## src/rtl/wb_trace_fifo.sv

```systemverilog
// rtl/wb_trace_fifo.sv - commit/exception trace capture FIFO with sequence tags and drop counting
// Never back-pressures the core: events that cannot be stored are counted in drop_count.
module wb_trace_fifo #(
  parameter int DEPTH = 8,
  parameter int SEQ_W = 16
) (
  input  logic                     clk,
  input  logic                     reset,
  input  logic                     wb_valid,
  input  logic [4:0]               wb_rd,
  input  logic [63:0]              wb_data,
  input  logic [63:0]              wb_pc,
  input  logic                     exc_valid,
  input  logic                     exc_cause,
  output logic                     out_valid,
  input  logic                     out_ready,
  output logic                     out_kind,
  output logic [4:0]               out_rd,
  output logic [63:0]              out_data,
  output logic [63:0]              out_pc,
  output logic [SEQ_W-1:0]         out_seq,
  output logic [$clog2(DEPTH):0]   level,
  output logic [15:0]              drop_count
);

  localparam int AW = $clog2(DEPTH);
  localparam int PW = AW + 1;

  logic             mem_kind [DEPTH];
  logic [4:0]       mem_rd   [DEPTH];
  logic [63:0]      mem_data [DEPTH];
  logic [63:0]      mem_pc   [DEPTH];
  logic [SEQ_W-1:0] mem_seq  [DEPTH];

  logic [PW-1:0]    rd_ptr;
  logic [PW-1:0]    wr_ptr;
  logic [SEQ_W-1:0] seq_ctr;

  logic        wb_evt;
  logic        exc_evt;
  logic        push_req;
  logic        empty;
  logic        full;
  logic        pop;
  logic        accept;
  logic [1:0]  drop_inc;
  logic [16:0] drop_sum;

  logic        new_kind;
  logic [4:0]  new_rd;
  logic [63:0] new_data;

  assign wb_evt   = wb_valid && (wb_rd != 5'd0);
  assign exc_evt  = exc_valid;
  assign push_req = wb_evt || exc_evt;

  assign empty  = (rd_ptr == wr_ptr);
  assign full   = (rd_ptr[AW] != wr_ptr[AW]) && (rd_ptr[AW-1:0] == wr_ptr[AW-1:0]);
  assign pop    = !empty && out_ready;
  assign accept = push_req && (!full || pop);

  // A cycle with both events and no room loses two events.
  assign drop_inc = {1'b0, push_req && !accept} + {1'b0, wb_evt && exc_evt};
  assign drop_sum = {1'b0, drop_count} + {15'b0, drop_inc};

  assign new_kind = exc_evt;
  assign new_rd   = exc_evt ? 5'd0 : wb_rd;
  assign new_data = exc_evt ? {63'b0, exc_cause} : wb_data;

  always_ff @(posedge clk) begin
    if (accept) begin
      mem_kind[wr_ptr[AW-1:0]] <= new_kind;
      mem_rd[wr_ptr[AW-1:0]]   <= new_rd;
      mem_data[wr_ptr[AW-1:0]] <= new_data;
      mem_pc[wr_ptr[AW-1:0]]   <= wb_pc;
      mem_seq[wr_ptr[AW-1:0]]  <= seq_ctr;
    end
  end

  always_ff @(posedge clk or posedge reset) begin
    if (reset) begin
      rd_ptr     <= '0;
      wr_ptr     <= '0;
      seq_ctr    <= '0;
      drop_count <= '0;
    end else begin
      if (accept) begin
        wr_ptr  <= wr_ptr + PW'(1);
        seq_ctr <= seq_ctr + SEQ_W'(1);
      end
      if (pop) begin
        rd_ptr <= rd_ptr + PW'(1);
      end
      drop_count <= drop_sum[16] ? 16'hFFFF : drop_sum[15:0];
    end
  end

  // Gating by empty keeps the head fields at zero out of reset without clearing storage.
  always_comb begin
    out_valid = !empty;
    out_kind  = 1'b0;
    out_rd    = 5'd0;
    out_data  = 64'd0;
    out_pc    = 64'd0;
    out_seq   = '0;
    if (!empty) begin
      out_kind = mem_kind[rd_ptr[AW-1:0]];
      out_rd   = mem_rd[rd_ptr[AW-1:0]];
      out_data = mem_data[rd_ptr[AW-1:0]];
      out_pc   = mem_pc[rd_ptr[AW-1:0]];
      out_seq  = mem_seq[rd_ptr[AW-1:0]];
    end
  end

  assign level = wr_ptr - rd_ptr;

endmodule

```

## config.mk

```make
export PLATFORM = sky130hd
export DESIGN_NAME = wb_trace_fifo
export DESIGN_NICKNAME = d
export VERILOG_FILES = /design/src/rtl/wb_trace_fifo.sv
export SDC_FILE = /design/constraint.sdc
export NUM_CORES = 1
export LEC_CHECK = 0
export CAP_MARGIN = 20
export CORE_ASPECT_RATIO = 0.5
export CORE_MARGIN = 4
export CORE_UTILIZATION = 56
export CTS_CLUSTER_DIAMETER = 60
export DETAILED_ROUTE_END_ITERATION = 8
export PLACE_DENSITY = 0.76
export SLEW_MARGIN = 20
export SYNTH_ARGS = -nofsm -noshare
export SYNTH_HDL_FRONTEND = slang
export SYNTH_SLANG_ARGS = --single-unit
```

## constraint.sdc

```tcl
create_clock -name clk -period 19.3 [get_ports clk]
set_input_delay 3.86 -clock clk [delete_from_list [all_inputs] [get_ports clk]]
set_output_delay 3.86 -clock clk [all_outputs]
set_load 0.005 [all_outputs]
```

# Word level (Yosys, flattened, before mapping)
# Memory sizes are Yosys's and may differ from the RTL's.
# Index checks and enable logic that the tools add are counted.
[op_classes] add_sub_neg=6 n_eq_ne=3 muxes=10 reduce_logical=12
[ops] operator="$mux 64" count=3
[ops] operator="$mux 16" count=2
[ops] operator="$add 16x2->17" count=1
[ops] operator="$add 16x1->16 const B" count=1
[ops] operator="$mux 5" count=2
[ops] operator="$add 4x1->4 const B" count=2
[ops] operator="$logic_and 1x1->1" count=6
[ops] operator="$reduce_bool 5->1" count=1
[ops] operator="$eq 4x4->1" count=1
[ops] operator="$sub 4x4->4" count=1
[ops] operator="$eq 3x3->1" count=1
[ops] operator="$logic_not 1->1" count=3
[ops] operator="$mux 1" count=3
[ops] operator="$add 1x1->2" count=1
[ops] operator="$logic_or 1x1->1" count=2
[ops] operator="$ne 1x1->1" count=1
[word_totals] output_inout_bits=171 register_bits=40 ramBits=1200 input_bits=139 memories=5
[mem_list] memory="mem_data" depth=8 width=64 read_ports=1 rd_clocked_by_memory_dff=0 wr=1 line="31" rtl="logic [63:0] mem_data [DEPTH];"
[mem_list] memory="mem_pc" depth=8 width=64 read_ports=1 rd_clocked_by_memory_dff=0 wr=1 line="32" rtl="logic [63:0] mem_pc [DEPTH];"
[mem_list] memory="mem_seq" depth=8 width=16 read_ports=1 rd_clocked_by_memory_dff=0 wr=1 line="33" rtl="logic [SEQ_W-1:0] mem_seq [DEPTH];"
[mem_list] memory="mem_rd" depth=8 width=5 read_ports=1 rd_clocked_by_memory_dff=0 wr=1 line="30" rtl="logic [4:0] mem_rd [DEPTH];"
[mem_list] memory="mem_kind" depth=8 width=1 read_ports=1 rd_clocked_by_memory_dff=0 wr=1 line="29" rtl="logic mem_kind [DEPTH];"

# Longest topological paths before layout
[depth] depth_word=10 ltp_mapped=16

# Worst setup path after synthesis
# Ideal clock, no wire load.
[synth_path] path_kind="input to register" start="in exc_valid" end="mem mem_data[2][0] (enable)" slack_ps=-480 setup_time_ps=1027 t_arrival_ps=18753 n_path_buf=2 cell_stages=6 cell_sequence="buf_2 > nor3_1 > o2bb2ai_2 > or2_1 > buf_2 > nor4_1"
[synth_between] elab_chain_len=4
[synth_lines] element="start, declared" line="13" rtl="input logic exc_valid,"
[synth_lines] element="$logic_or 1x1->1" line="55" rtl="assign push_req = wb_evt || exc_evt;"
[synth_lines] element="$logic_and 1x1->1" line="60" rtl="assign accept = push_req && (!full || pop);"
[synth_lines] element="$mux 1" line="71" rtl="if (accept) begin"
[synth_lines] element="$mux 1 (implied by the code)" line="74" rtl="mem_data[wr_ptr[AW-1:0]] <= new_data;"
[synth_lines] element="end, declared" line="31"
# No other way between the ends.

# Worst setup path in the final report
[layout_path] start="reg rd_ptr[2]" end="out out_data[21]"
[layout_between] elab_chain_len=2
[layout_lines] element="start, declared" line="35" rtl="logic [PW-1:0] rd_ptr;"
[layout_lines] element="start signal, assigned" line="92" rtl="rd_ptr <= rd_ptr + PW'(1);"
[layout_lines] element="$mem_v2 8x64 / $eq 4x4->1 (equally long branches)"
[layout_lines] element="$mux 64 *" line="106" rtl="if (!empty) begin"
[layout_lines] element="end, declared" line="19" rtl="output logic [63:0] out_data,"
# Every way passes the cells marked *; elsewhere a longest branch is shown, timed or not.

==> key figures <==
Die
  • Die area: 91,100 sq um
  • Area of the core: 84,500 sq um
  • Initial Util: 57.0%
  • Number of top-level pins: 310
  • FP Rows: 75
  • DIE HEIGHT: 215 um
  • Die Width: 423 um

Drt
  • Vias: between 20,000 and 25,000
  • Drt drc: 0
  • First-pass DRT Iterations: 6
  • Final wirelength: 104,000 um
  • Final ANT Viol Nets: 0
  • DR vias/cell: 6.05
  • Mean routed wirelength per cell: about 27 um
  • Initial DRC Count: 2,352

Clock tree
  • Hold-fix buffers at CTS: 0
  • CTS tree: done
  • Total setup buffers inserted after CTS: 0
  • CTS buffer count: 104
  • Clk buf depth: 3
  • Clock Sinks: 1,240
  • Skew-Pair Late Insertion Delay: 680 ps
  • Htree depth: 3
  • Post-cts resize count: 0
  • CTS root buf: clkbuf_16
  • Worst-path clk slew: 70 ps

Power and ir drop
  • Leakage power: 18.1 nW
  • Sequential share of power: 42.1%
  • Clk network pwr share: 23.1%
  • Switching Fraction: 30.7%
  • Total power: 9.16 mW
  • P_sw: ~2.8 mW
  • Cell Pwr Density: around 160 nW/um^2
  • Max VDD drop: 138 uV
  • Comb pwr share: a little over a third
  • Internal power: approximately 6.4 mW

Setup path
  • Crit path max fanout: 67
  • Top delay family on crit path: buffers and inverters
  • FF-to-FF path depth: 8
  • CP Cell Sequence: inv_6 > ha_1 > and4_4 > buf_4 > a21oi_1 > clkdlybuf4s50_1
  • Slowest cell on crit path: dfrtp_4
  • WP depth: 6
  • Buf/Inv on CP: 3
  • Type of destination of the critical path: output pin
  • CP required: 15,440 ps
  • Crit Path Class: flop to output pin
  • Startpoint types: flop
  • Crit path largest cell delay: 1010 ps
  • WP data arrival: 4890 ps

STA
  • Fin Hold WS: 528 ps
  • Setup violators final: 0
  • Worst slew pin tran: around 1100 ps
  • Setup ws final: 10,550 ps
  • Period utilization: ~45%
  • Max-Slew Margin vs Limit: 23.7%
  • Final hold vios: 0
  • RSZ-0062 raised after global routing: no
  • Fmax: roughly 110 MHz
  • Minimum clock period: 8750 ps
  • Max-slew violation count: 0
  • Setup Skew: between 20 and 25 ps

Final layout
  • Layout cells sized above 1: 19.2%
  • Finished Layout Cells: just under 4,000
  • Most frequent cells in the layout: edfxtp_1 (1,200), nand2_1 (320), clkdlybuf4s50_1 (308)
  • FF+latch area: 37,000 sq um
  • Area Growth Syn to Fin: 15.5%
  • Commonest non-fill, non-tap cell in the layout: edfxtp_1
  • Area occupied by multi-input gates: slightly above 10,000 sq um
  • Layout Nets: about 2,800
  • Fillers: 5,381

Placement
  • Pre-CTS setup slack: 10,990 ps
  • Port Buf Inserts: a little over 300
  • Final GP Congestion: about 0.76
  • Post-DP HPWL: 54,000 um
  • Dpl cells: 3,720

GRT
  • Total GRT Usage: 23.0%
  • Vias in the first global route: 25,000
  • Largest net degree at the start of global routing: 136
  • Initial antenna violation count: 3
  • Total grt overflow: 0
  • Global-route wire length before repair: between 150,000 and 200,000 um

Synthesis
  • Post-synth net total: around 2,500
  • Async SR Flop Fraction: about 3.2%
  • Synth cell types: 52
  • Post-Syn Area: 48,200 sq um
  • EDFF count, synth: 1,200
  • Post-synth top flop: edfxtp_1
  • Mapped Cells: 2,352
  • Yosys Warn Count: 0
  • Avg Inst Size Synth: 20.5 sq um
  • Seq/Total Area, Yosys: 76.8%
  • Flops & latches, synth: 1,240

Hold path
  • Worst hold path depth: 1
  • Hold crit path type: flop to flop

Run
  • Max cap viols: 0

Status
  • Status: complete, no violations
## routing by layer
layer	routed length, um	GRT usage, %
met4	2610	6.66
met2	53800	39.0
met3	5840	3.42
met5	0	0
met1	41500	31.7
## cell type report
class | instances | share of cell area (%)
antenna | 2 | 0.00899
timing repair buffer | 345 | 6.16
inverter | 10 | 0.0787
tap | 1155 | 2.60
clock inverter | 64 | 1.12
sequential | 1240 | 66.5
clock buffer | 127 | 5.00
multi-input combinational | 970 | 18.5
## worst register-to-register path: cells and delay by family, from the launching register on
kind | cells | cell delay [ps]
buffers and inverters | 3 | 2270
DFF | 1 | 1010
and+or+nand+nor | 4 | 1440
adders and majority gates | 1 | 460
## final timing paths
| path | startpoint | to | slack (ps) |
|---|---|---|---|
| setup / recovery | rd_ptr[2] | out_data[21] | 10550 |
| hold / removal | rd_ptr[3] | rd_ptr[3] | 530 |
| setup reg to reg | rd_ptr[2] | mem_seq[4][4] | 13690 |
| hold reg to reg | rd_ptr[3] | rd_ptr[3] | 530 |
| max in group asynchronous | reset | rd_ptr[2] | 15270 |
| min in group asynchronous | reset | drop_count[0] | 3610 |
## per-stage QoR
step                      instance area (sq um)  setup TNS (ps)  util, %
final                                     55700               0     65.8
after global routing                      55700               0     65.8
after CTS                                 55700               0     65.8
after detailed placement                  52300               0     61.8
after global placement                    52300               0     61.8
after floorplan                           48200         -216050        -
## flip-flops by register name, indices dropped and copies added (netlist names)
signal / cells
mem_seq: 128
seq_ctr: 16
mem_rd: 40
wr_ptr: 4
drop_count: 16
rd_ptr: 4
mem_data: 512
mem_pc: 512
mem_kind: 8
## power by group through the flow
stage	sequential (mW)	clock (mW)	combinational, mW
4_1_cts	3.86	2.15	3.26
2_1_floorplan	3.94	0	1.92
3_5_place_dp	3.91	0	3.24
5_1_grt	3.91	2.27	3.41
6_report	3.85	2.11	3.19
3_3_place_gp	3.87	0	3.22
## cell families after synthesis
logic type / synth area share, %
AO/OA/AOI/OAI: 1.86
XOR/XNOR: 0.579
adder cells (fa/ha/maj): 0.265
buffers and inverters: 1.90
flip-flops: 76.8
multiplexers: 14.2
AND/OR/NAND/NOR: 4.40
## synthesized netlist by cell type, types with 5 or more instances
| cell type | instances | area [sq um] |
|---|---|---|
| a21oi_1 | 144 | 721 |
| a21oi_2 | 10 | 87.6 |
| and3_1 | 6 | 37.5 |
| and4_1 | 6 | 52.6 |
| buf_2 | 33 | 165 |
| buf_6 | 44 | 495 |
| clkbuf_1 | 51 | 191 |
| dfrtp_1 | 40 | 1000 |
| edfxtp_1 | 1200 | 36000 |
| ha_1 | 7 | 87.6 |
| inv_1 | 8 | 30.0 |
| mux4_2 | 300 | 6760 |
| nand2_1 | 320 | 1200 |
| nand3_1 | 15 | 75.1 |
| nand4_1 | 5 | 31.3 |
| nor2b_1 | 70 | 438 |
| nor3_1 | 10 | 50.1 |
| nor4_1 | 5 | 31.3 |
| xnor2_1 | 11 | 96.3 |
| xor2_1 | 19 | 166 |
Power figures use the tool's default switching activity.
==> patch, RTL diff (config.mk and constraints unchanged) <==
Register the output `level`, with the module's reset; this adds one clock of latency there. The other outputs are not delayed to match.
--- a/src/rtl/wb_trace_fifo.sv
+++ b/src/rtl/wb_trace_fifo.sv
@@ -112,7 +112,13 @@
     end
   end
 
-  assign level = wr_ptr - rd_ptr;
+  always_ff @(posedge clk or posedge reset) begin
+    if (reset) begin
+      level <= '0;
+    end else begin
+      level <= wr_ptr - rd_ptr;
+    end
+  end
 
 endmodule
 
Check against the original RTL: not equivalent (a bounded check fails within 4 cycles, from zero or initial values and one cycle with reset high).
==> patch against the original RTL <==
Total power increased by 0.66%. Area after synthesis fell by 0.32%. Cell area is 0.43% higher. Synthesized cell count grew 0.34%. Maximum frequency up 0.45%. Sequential cell count up 4. Hold slack worse by 0.014 ns. Routed wire length shrank 1.9%. Worst setup slack gained 0.039 ns.
==> patch: results (changes against the original RTL) <==
nets: 2831  # +0.43%
critical_path.top_delay_family: "buffers and inverters"
fin_skew_ns: 0.02380  # +0.001538 ns
crit_arrival_ns: 4.86  # -0.03 ns
slowest_stage: "buf_4"
ir_drop_mv: 0.1643  # +19%
post_cts_buffers: 0  # unchanged
synth_warnings: 0  # unchanged
wl_per_cell_um: 26.15  # -1.4%
synthAdderAreaFrac_pct: 0.2656  # +0.00085 points
ys_types: 43  # -17%
hpwl_mm: 52.31  # -3.2%
synth-compound-area-share_pct: 1.755  # -0.10 points
dr.pass1.iters: 6  # unchanged
via_count: 23560  # -0.51%
h-tree-depth: 3  # unchanged
synth_area_leaders: "edfxtp_1 75%, mux4_2 14%, nand2_1 2.5%"
timing.hold.worst.class: "reg2reg"
grt_pass1_wl_mm: 154.6  # -1.9%
synth_mux_area_share_pct: 14.18  # about the same
grt_pass1_vias: 24850  # -0.53%
outcome: "complete, no violations"
synth_common_cells: "1200 x edfxtp_1, 317 x nand2_1, 300 x mux4_2, 155 x a21oi_1, 70 x nor2b_1"
drive_gt1_share_pct: 19.12  # -0.075 points
root_buffer: "clkbuf_16"
slew_headroom_pct: 25.33  # +1.6 points
gp_congestion: 0.7527  # -0.57%
grt_use_total_pct: 22.54  # -0.45 points
drt_iter0_markers: 2500  # +6.3%
critPathMaxFanout: 86  # +28%
grt_max_degree: 127  # -6.6%
ys_seq_area_share_pct: 77.28  # +0.46 points
synth_xor_area_share_pct: 0.5988  # +0.020 points
fillCellCount: 5404  # +0.43%
leakagePower_nw: 18.22  # +0.48%
portBuffers: 309  # unchanged
antenna_found_initial: 5  # +2
cts_buffers: 104  # unchanged
async_flop_share_pct: 3.537  # +0.31 points
synth-edff-count: 1200  # unchanged
clk_path_buf_depth: 3  # unchanged
syn-num-nets: 2508  # +0.32%
max_stage_delay_ns: 0.74  # -0.27 ns
[patch: cell count changes after synthesis, moves of 10 or more]
cell | unedited run | this run
nor2_1 | 4 | 15
xnor2_1 | 11 | 25
buf_6 | 44 | 11
a21oi_2 | 10 | 0
buf_4 | 3 | 25
a21oi_1 | 144 | 155
xor2_1 | 19 | 6
[patch: worst paths after layout]
| kind | end | from | slack (ns) | cells past startpoint |
|---|---|---|---|---|
| hold reg to reg | wr_ptr[3] | wr_ptr[3] | 0.51 | 1 |
| setup / recovery | out_data[4] | rd_ptr[2] | 10.58 | 8 |
| setup reg to reg | mem_data[2][25] | rd_ptr[2] | 13.92 | 8 |
| hold / removal | wr_ptr[3] | wr_ptr[3] | 0.51 | 1 |
| min in group asynchronous | drop_count[14] | reset | 3.70 | 2 |
| max in group asynchronous | rd_ptr[0] | reset | 14.92 | 2 |
[patch: layer usage]
metal  GRT usage [%]  vias to the layer above  share of wire [%]
met2           38.59                      858                 52
met4           7.433                        2                2.8
li1                -                    10130                  -
met1           30.30                    12410                 39
met5               0                        -              0.013
met3           3.319                      169                5.6
[patch: area by class of cell]
type / count / area (um2) / area share, %
Antenna cell: 3 / 7.507 / 0.01343
Clock buffer: 126 / 2770 / 4.954
Clock inverter: 69 / 874.6 / 1.564
Inverter: 14 / 57.56 / 0.1029
Multi-Input combinational cell: 971 / 10220 / 18.27
Sequential cell: 1244 / 37150 / 66.43
Tap cell: 1116 / 1396 / 2.497
Timing Repair Buffer: 348 / 3445 / 6.160
[patch: worst reg2reg max path: cells and delay by family, from the launching register on]
family / cells / cell delay, ns
buffers and inverters: 3 / 2.43
and+or+nand+nor: 4 / 1.38
DFF: 1 / 0.67
adders and majority gates: 1 / 0.41
[patch: kinds of logic after synthesis]
logic type               Yosys count
adder cells (fa/ha/maj)            9
XOR/XNOR                          32
AND/OR/NAND/NOR                  460
flip-flops                      1244
buffers and inverters            145
AO/OA/AOI/OAI                    165
multiplexers                     305
[patch: stage by stage]
step                      instance area (um2)  cells  setup TNS, ns  setup WS [ns]  util, %
final                                   55910   3891              0          10.58    66.21
after global routing                    55910   3891              0          10.35    66.21
after CTS                               55900   3888              0          10.35    66.19
after detailed placement                52260   3693              0          11.14    61.88
after global placement                  52230   3692              0          10.83    61.84
after floorplan                         48050   2360         -89.73        -0.2992        -
[patch: where the power goes]
part           internal (W)  switching [W]  total (W)
registers           0.00362       0.000218    0.00384
clock network       0.00129       0.000944    0.00224
logic               0.00152        0.00162    0.00314
total               0.00644        0.00278    0.00922
